File: config.mk
export PLATFORM = sky130hd
export DESIGN_NAME = free_list
export DESIGN_NICKNAME = d
export VERILOG_FILES = /design/src/rtl/parameter_pkg.sv /design/src/rtl/free_list.sv
export SDC_FILE = /design/constraint.sdc
export NUM_CORES = 1
export LEC_CHECK = 0
export ABC_AREA = 0
export BUFFER_PORTS_ARGS = -buffer_cell sky130_fd_sc_hd__buf_2
export CAP_MARGIN = 20
export CORE_MARGIN = 2
export CORE_UTILIZATION = 35
export CTS_CLUSTER_SIZE = 14
export DETAILED_ROUTE_END_ITERATION = 8
export PLACE_DENSITY = 0.48
export SLEW_MARGIN = 20
export SYNTH_ARGS = -nofsm -noshare
export SYNTH_HDL_FRONTEND = slang
export SYNTH_SLANG_ARGS = --single-unit
File: constraint.sdc
create_clock -name clk -period 3.7 [get_ports clk]
set_input_delay 0.37 -clock clk [delete_from_list [all_inputs] [get_ports clk]]
set_output_delay 0.37 -clock clk [all_outputs]
set_load 0.01 [all_outputs]
File: src/rtl/parameter_pkg.sv
// rtl/parameter_pkg.sv - shared register-file sizing defaults
package parameter_pkg;

   localparam int DEF_PHY_REGS  = 64;
   localparam int DEF_ARCH_REGS = 32;
   localparam int DEF_PHY_WIDTH = 6;
   localparam int DEF_FL_DEPTH  = DEF_PHY_REGS - DEF_ARCH_REGS;

endpackage

File: src/rtl/free_list.sv
// rtl/free_list.sv - speculative physical-register free list with commit rollback
module free_list
   import parameter_pkg::*;
#(
   parameter int PHY_REGS  = DEF_PHY_REGS,
   parameter int ARCH_REGS = DEF_ARCH_REGS,
   parameter int PHY_WIDTH = DEF_PHY_WIDTH,
   parameter int FL_DEPTH  = PHY_REGS - ARCH_REGS
) (
   input  logic                 clk,
   input  logic                 rst,
   input  logic                 flush,
   input  logic [1:0]           free_list_valid,
   output logic [PHY_WIDTH-1:0] rd_phy_new_0,
   output logic [PHY_WIDTH-1:0] rd_phy_new_1,
   input  logic [1:0]           commit_valid,
   input  logic [PHY_WIDTH-1:0] commit_phy_old_0,
   input  logic [PHY_WIDTH-1:0] commit_phy_old_1,
   output logic [PHY_WIDTH-1:0] free_count,
   output logic                 free_list_stall
);

   localparam int IDX_W = $clog2(FL_DEPTH);
   localparam int PTR_W = IDX_W + 1;

   typedef logic [PTR_W-1:0] ptr_t;
   typedef logic [IDX_W-1:0] idx_t;

   function automatic logic [1:0] popcount2(input logic [1:0] v);
      return {1'b0, v[0]} + {1'b0, v[1]};
   endfunction

   logic [PHY_WIDTH-1:0] fifo_q [FL_DEPTH];
   logic [PHY_WIDTH-1:0] fifo_d [FL_DEPTH];
   ptr_t spec_head_q, spec_head_d;
   ptr_t commit_head_q, commit_head_d;
   ptr_t tail_q, tail_d;

   ptr_t       count;
   idx_t       rd_idx_0, rd_idx_1;
   idx_t       wr_idx_0, wr_idx_1;
   logic [1:0] alloc_req, alloc_n, rel_n;

   // Read-ahead grants and occupancy, visible to Rename before the allocating edge
   always_comb begin
      count           = tail_q - spec_head_q;
      rd_idx_0        = spec_head_q[IDX_W-1:0];
      rd_idx_1        = rd_idx_0 + idx_t'(1);
      rd_phy_new_0    = fifo_q[rd_idx_0];
      rd_phy_new_1    = free_list_valid[0] ? fifo_q[rd_idx_1] : fifo_q[rd_idx_0];
      free_count      = PHY_WIDTH'(count);
      free_list_stall = (count < ptr_t'(2));
   end

   // Next state: release at tail, allocate at spec_head (clamped to tail), flush rollback
   always_comb begin
      fifo_d    = fifo_q;
      rel_n     = popcount2(commit_valid);
      alloc_req = popcount2(free_list_valid);
      alloc_n   = (ptr_t'(alloc_req) > count) ? count[1:0] : alloc_req;
      wr_idx_0  = tail_q[IDX_W-1:0];
      wr_idx_1  = commit_valid[0] ? wr_idx_0 + idx_t'(1) : wr_idx_0;
      if (commit_valid[0]) begin
         fifo_d[wr_idx_0] = commit_phy_old_0;
      end
      if (commit_valid[1]) begin
         fifo_d[wr_idx_1] = commit_phy_old_1;
      end
      tail_d        = tail_q + ptr_t'(rel_n);
      commit_head_d = commit_head_q + ptr_t'(rel_n);
      spec_head_d   = flush ? commit_head_d : spec_head_q + ptr_t'(alloc_n);
   end

   // State registers; reset reloads the free list with the non-architectural registers
   always_ff @(posedge clk or negedge rst) begin
      if (!rst) begin
         for (int i = 0; i < FL_DEPTH; i++) begin
            fifo_q[i] <= PHY_WIDTH'(ARCH_REGS + i);
         end
         spec_head_q   <= '0;
         commit_head_q <= '0;
         tail_q        <= ptr_t'(FL_DEPTH);
      end else begin
         fifo_q        <= fifo_d;
         spec_head_q   <= spec_head_d;
         commit_head_q <= commit_head_d;
         tail_q        <= tail_d;
      end
   end

endmodule

# Word level (Yosys, flattened, before mapping)
# Cells that the tools add are included.
# W data, S select, Z words.
# classes
add_sub_neg	8
magnitude_cmp	8
mux	18
n_bitwise	4
reduce_logical	2
# op_table
cell	n
$bwmux W192	2
$mux W192	2
$bmux W6 S5	2
$demux W6 S5	2
$mux W6	8
$ge A6 B6 Y1 const B	4
$not A5 Y6	4
$add A6 B2 Y6	3
$lt A6 B1 Y1 const B	2
$add A5 B1 Y5 const B	2
$gt A2 B6 Y1	1
$lt A6 B2 Y1 const B	1
$sub A6 B6 Y6	1
$mux W5	1
$add A1 B1 Y2	2
$logic_and A1 B1 Y1	2
$mux W2	1
# totals
reg_bits	210
inputBits	19
output_inout_bits	19
elab_cells	75

# Longest topological paths before layout
# logic_depth
depth_word	9
depth_mapped	17
ltp_nobuf	16

# Worst setup path after synthesis
# No wires, ideal clock.
# synth_path
path_kind	reg2reg
from	register tail_q[0]
to	register spec_head_q[5]
setup_time_ps	136
t_arrival_ps	3243
t_required_ps	3564
setup_slack_ps	321
path_stages_with_launch	18
path_buffers	1
synth_period_minus_slack_ps	3379
path_cell_list	dfrtp_1 > buf_2 > inv_2 > ha_1 > inv_1 > fa_1 > inv_1 > ha_1 > a21oi_1 > a21oi_1 > nand3_1 > mux2_2 > ha_1 > a21o_1 > nand2_1 > nor3_1 > xnor2_1 > o21ai_0
# synth_via
elab_chain_cells	5
# synth_rtl
element	line	text
start, declared	free_list.sv:37	ptr_t tail_q, tail_d;
start signal, assigned	free_list.sv:82	tail_q <= ptr_t'(FL_DEPTH);
start signal, assigned	free_list.sv:87	tail_q <= tail_d;
$sub A6 B6 Y6 *	free_list.sv:46	count = tail_q - spec_head_q;
via free_count[1]	free_list.sv:19	output logic [PHY_WIDTH-1:0] free_count,
$gt A2 B6 Y1	free_list.sv:60	alloc_n = (ptr_t'(alloc_req) > count) ? count[1:0] : alloc_req;
$mux W2 *	free_list.sv:60	
$add A6 B2 Y6 *	free_list.sv:71	spec_head_d = flush ? commit_head_d : spec_head_q + ptr_t'(alloc_n);
$mux W6 *	free_list.sv:71	
via spec_head_d[5]	free_list.sv:35	ptr_t spec_head_q, spec_head_d;
end signal, assigned	free_list.sv:85	spec_head_q <= spec_head_d;
end, declared	free_list.sv:35	
# Mark *: on every way through the listed nets, which the timed path passes. The rest lies on a longest branch.

# Worst setup path after layout
# layout_path
from	register spec_head_q[0]
to	output port rd_phy_new_1[4]
# layout_via
elab_chain_cells	6
word_cells_on_any_way	10
cone_classes	add/sub (1); mux (7); bitwise (2)
# layout_rtl
element	line	text
$add A5 B1 Y5	free_list.sv:48	rd_idx_1 = rd_idx_0 + idx_t'(1);
$not A5 Y6 (not written as such)	free_list.sv:50	rd_phy_new_1 = free_list_valid[0] ? fifo_q[rd_idx_1] : fifo_q[rd_idx_0];
$bmux W6 S5	free_list.sv:50	
$mux W6 (not written as such) (2 in a row)	free_list.sv:50	
$mux W6 *	free_list.sv:50	
end, declared	free_list.sv:15	output logic [PHY_WIDTH-1:0] rd_phy_new_1,
# Mark *: on every way between the ends. The rest lies on a longest branch, timed or not. The select of a mux whose other input is x is not followed.

==> summary.md <==
| Metric | Value |
|---|---|
| Antenna viol nets, final | 0 |
| Final net count | 1,428 |
| Synth-to-layout area growth | 10.9% |
| Site row count | 74 |
| Slowest-stage cell, CP | mux4_2 |
| Final hold slack | 164 ps |
| Top cell type's share of synthesized area | 0.205 |
| Unrepaired setup endpoints after global routing | no |
| Combinational Power Share | 0.568 |
| Initial core utilization | 0.355 |
| Static leakage | 6.51 nW |
| Net Switching | between 0.007 and 0.008 W |
| Post-synth net total | 1,436 |
| Max-Cap Viols | 0 |
| Tcrit/Tclk final | 0.978 |
| # H-tree levels | 1 |
| Critical Path RT | 3330 ps |
| Post-synth EDFFs | 0 |
| Top FF cell, synth | dfstp_2 |
| DR vias | 10.9k |
| Dpl cell area | 15,200 um2 |
| Crit-path cells | ha_4 -> buf_12 -> mux4_2 -> nand2_1 -> a21oi_1 -> nor4_1 -> o21ai_0 -> buf_2 |
| Avg Inst Size Synth | about 10 um2 |
| N_diodes | 0 |
| Status | completed |
| Sequential power share | 0.280 |
| Clock skew | approximately 9.4 ps |
| Largest net degree at the start of global routing | 99 |
| Finish-stage setup viols | 0 |
| Post-synth ARST share | 1.00 |
| # clock sinks | 210 |
| CP arrival | 3250 ps |
| Pre-CTS setup slack | 358 ps |
| Clk slew on worst S/H paths | 60 ps |
| Core area | 40,800 um2 |
| Via density | 5.63 |
| Clock power frac | 0.152 |
| Synth Register Bits | 210 |
| GR Util All Layers | 0.222 |
| Crit-path max cell delay | 550 ps |
| CP top delay family | multiplexers |
| Netlist cell types | 57 |
| Cell Int Power | ~0.0097 W |
| Relative slew slack | 0.369 |
| Sequential fraction of the synthesis area | 0.372 |
| Worst VDD drop | approximately 650 uV |
| Pins Over Slew Limit | 0 |
| Fmax | 276 MHz |
| Num CTS Buffers | 27 |
| DIE WIDTH | 208 um |
| IO Count | 38 |
| Final wirelength | 48,200 um |
| Synth Warn # | 0 |
| Worst-skew pair later-pin latency | 550 ps |
| Syn Inst Count | approximately 1.4k |
| Period minus WS final | between 3000 and 4000 ps |
| Share of cells above drive strength 1 | 0.331 |
| Global route overflow | 0 |
| Critical Path End Type | primary output |
| Die ar. | 43,100 um2 |
| Net Sw Frac | 0.427 |
| DR iter-0 viols | 847 |
| WL/cell | 24.9 um |
| Root Driver | clkbuf_16 |
| Fin util | 0.394 |
| First-pass GRT wire length | about 73,000 um |
| CTS tree | done |
| Worst Hold Class | in -> reg |
| Quantity of I/O buffers inserted on ports | 37 |
| Setup CP Type | reg -> out |
| Setup TNS | 0 ps |
| Pwr dens | 1050 nW/um2 |
| Detailed Place HPWL | between 30,000 and 40,000 um |
| Top post-synthesis cells by area | dfstp_2 (20%), dfrtp_1 (17%), mux2i_1 (15%), mux2_2 (11%), mux4_2 (7.5%) |
| Setup ws final | 83.2 ps |
| GP Congestion | 0.888 |
| Critical Path Fanout Max | 16 |
| Final Hold Fails | 0 |
| Setup crit start kind | flip-flop |
| Die H | 208 um |
| Initial antenna violation count | 0 |
| Worst Tran Pin Value | 947 ps |
| Pre-antenna DRT Iters | 6 |
| Cell type with the highest aggregate area in the netlist | dfstp_2 |
| Worst-case clock buffer depth | 3 |
| Worst Path Buf+Inv | 2 |
| Number of global-route vias before repair | roughly 11k |
| Detailed-route DRC error count | 0 |
| Post-route cell area | ~16,000 um2 |
| Post-Syn Area | approximately 15,000 um2 |
## power by group through the flow
stage	combinational [W]	sequential [W]	clock, W
after detailed placement	0.00955	0.00474	0
after global routing	0.0103	0.00488	0.00274
final	0.00961	0.00473	0.00257
after CTS	0.00961	0.00472	0.00264
after global placement	0.00946	0.00471	0
after floorplan	0.00663	0.00442	0
## cells in the mapped netlist, types with 16 or more instances
master	number
ha_1	20
mux4_2	48
inv_1	25
mux2i_1	217
clkbuf_1	56
a22oi_1	48
mux2_2	148
nand3_1	45
buf_2	43
o21ai_0	74
dfstp_2	113
xnor2_1	16
dfrtp_1	97
a21oi_1	84
nor2_1	68
nand2_1	156
## final timing paths
check | start | slack (ps) | end | cells past startpoint
max | spec_head_q[0]$_DFF_PN0_ | 80 | rd_phy_new_1[4] | 8
min | flush | 160 | spec_head_q[4]$_DFF_PN0_ | 3
max reg2reg | spec_head_q[0]$_DFF_PN0_ | 390 | spec_head_q[5]$_DFF_PN0_ | 15
min reg2reg | commit_head_q[5]$_DFF_PN0_ | 460 | commit_head_q[5]$_DFF_PN0_ | 1
max in group asynchronous | rst | 2220 | fifo_q[179]$_DFF_PN1_ | 3
min in group asynchronous | rst | 430 | commit_head_q[1]$_DFF_PN0_ | 2
## layout by cell type (no fill, tap or decap), types with 3 or more instances in the layout
cell type and count:
ha_1 19, nand3b_1 6, buf_4 32, clkbuf_8 6
nand3_1 45, nand2b_1 5, mux4_2 48, and2_1 5
o32ai_2 3, nor2b_1 5, buf_12 6, mux2_2 148
buf_2 36, clkbuf_16 27, nand2_1 156, fa_1 4
dfstp_2 113, nor2_2 12, a22oi_1 48, a21o_1 3
xnor2_1 15, nor3b_2 5, nor2_1 67, xor2_1 4
clkinv_2 5, nor3_1 10, o21ai_0 73, dfrtp_1 96
o21ai_1 12, clkbuf_1 10, mux2i_1 217, nand4_1 7
a21oi_1 84, inv_1 25, nor4_1 7, and3_1 3
## flip-flops by register name, summed over array words and instances (netlist names)
register / count
fifo_q: 192
commit_head_q: 6
spec_head_q: 6
tail_q: 6
## tightest hold or removal path, delay by kind of cell
kind	cells	cell delay (ps)
AOI/OAI and AO/OA	1	70
buffers and inverters	1	160
and+or+nand+nor	1	70
## through the flow
| step | cells | power [W] |
|---|---|---|
| 2_1_floorplan | 1393 | 0.0110 |
| 3_3_place_gp | 1885 | 0.0142 |
| 3_5_place_dp | 1885 | 0.0143 |
| 4_1_cts | 1937 | 0.0170 |
| 5_1_grt | 1937 | 0.0179 |
| 6_report | 1937 | 0.0169 |
## cells by family after synthesis
family	after synthesis	synth area share
multiplexers	413	0.339
AND/OR/NAND/NOR	350	0.112
AO/OA/AOI/OAI	236	0.0970
flip-flops	210	0.372
buffers and inverters	139	0.0446
adder cells (fa/ha/maj)	24	0.0228
XOR/XNOR	21	0.0127
## repair_timing
item                                   4_1_cts  5_1_grt
setup endpoints to repair                    3        1
endpoints found under the hold margin       33        0
pin swaps                                    1        0
hold buffers                                 1        0
buffers inserted                             2        0
resized for setup                            0        1
## per-layer routing
metal	up-vias	share of wire	GRT usage	routed length [um]
met4	0	0.021	0.0569	1030
met1	5525	0.46	0.319	22200
li1	5049	-	-	-
met3	59	0.045	0.0230	2160
met5	-	0	0	0
met2	279	0.47	0.358	22800
## area by class of cell
cell class | instances | area [um2]
inverters | 26 | 97.6
flip-flops and latches | 210 | 5400
fillers | 4053 | 24700
clock buffers | 42 | 782
multi-input cells | 1044 | 8510
repair buffers | 76 | 564
clock inverters | 7 | 63.8
well taps | 532 | 666
No activity file was read; power rests on OpenSTA's default activity.
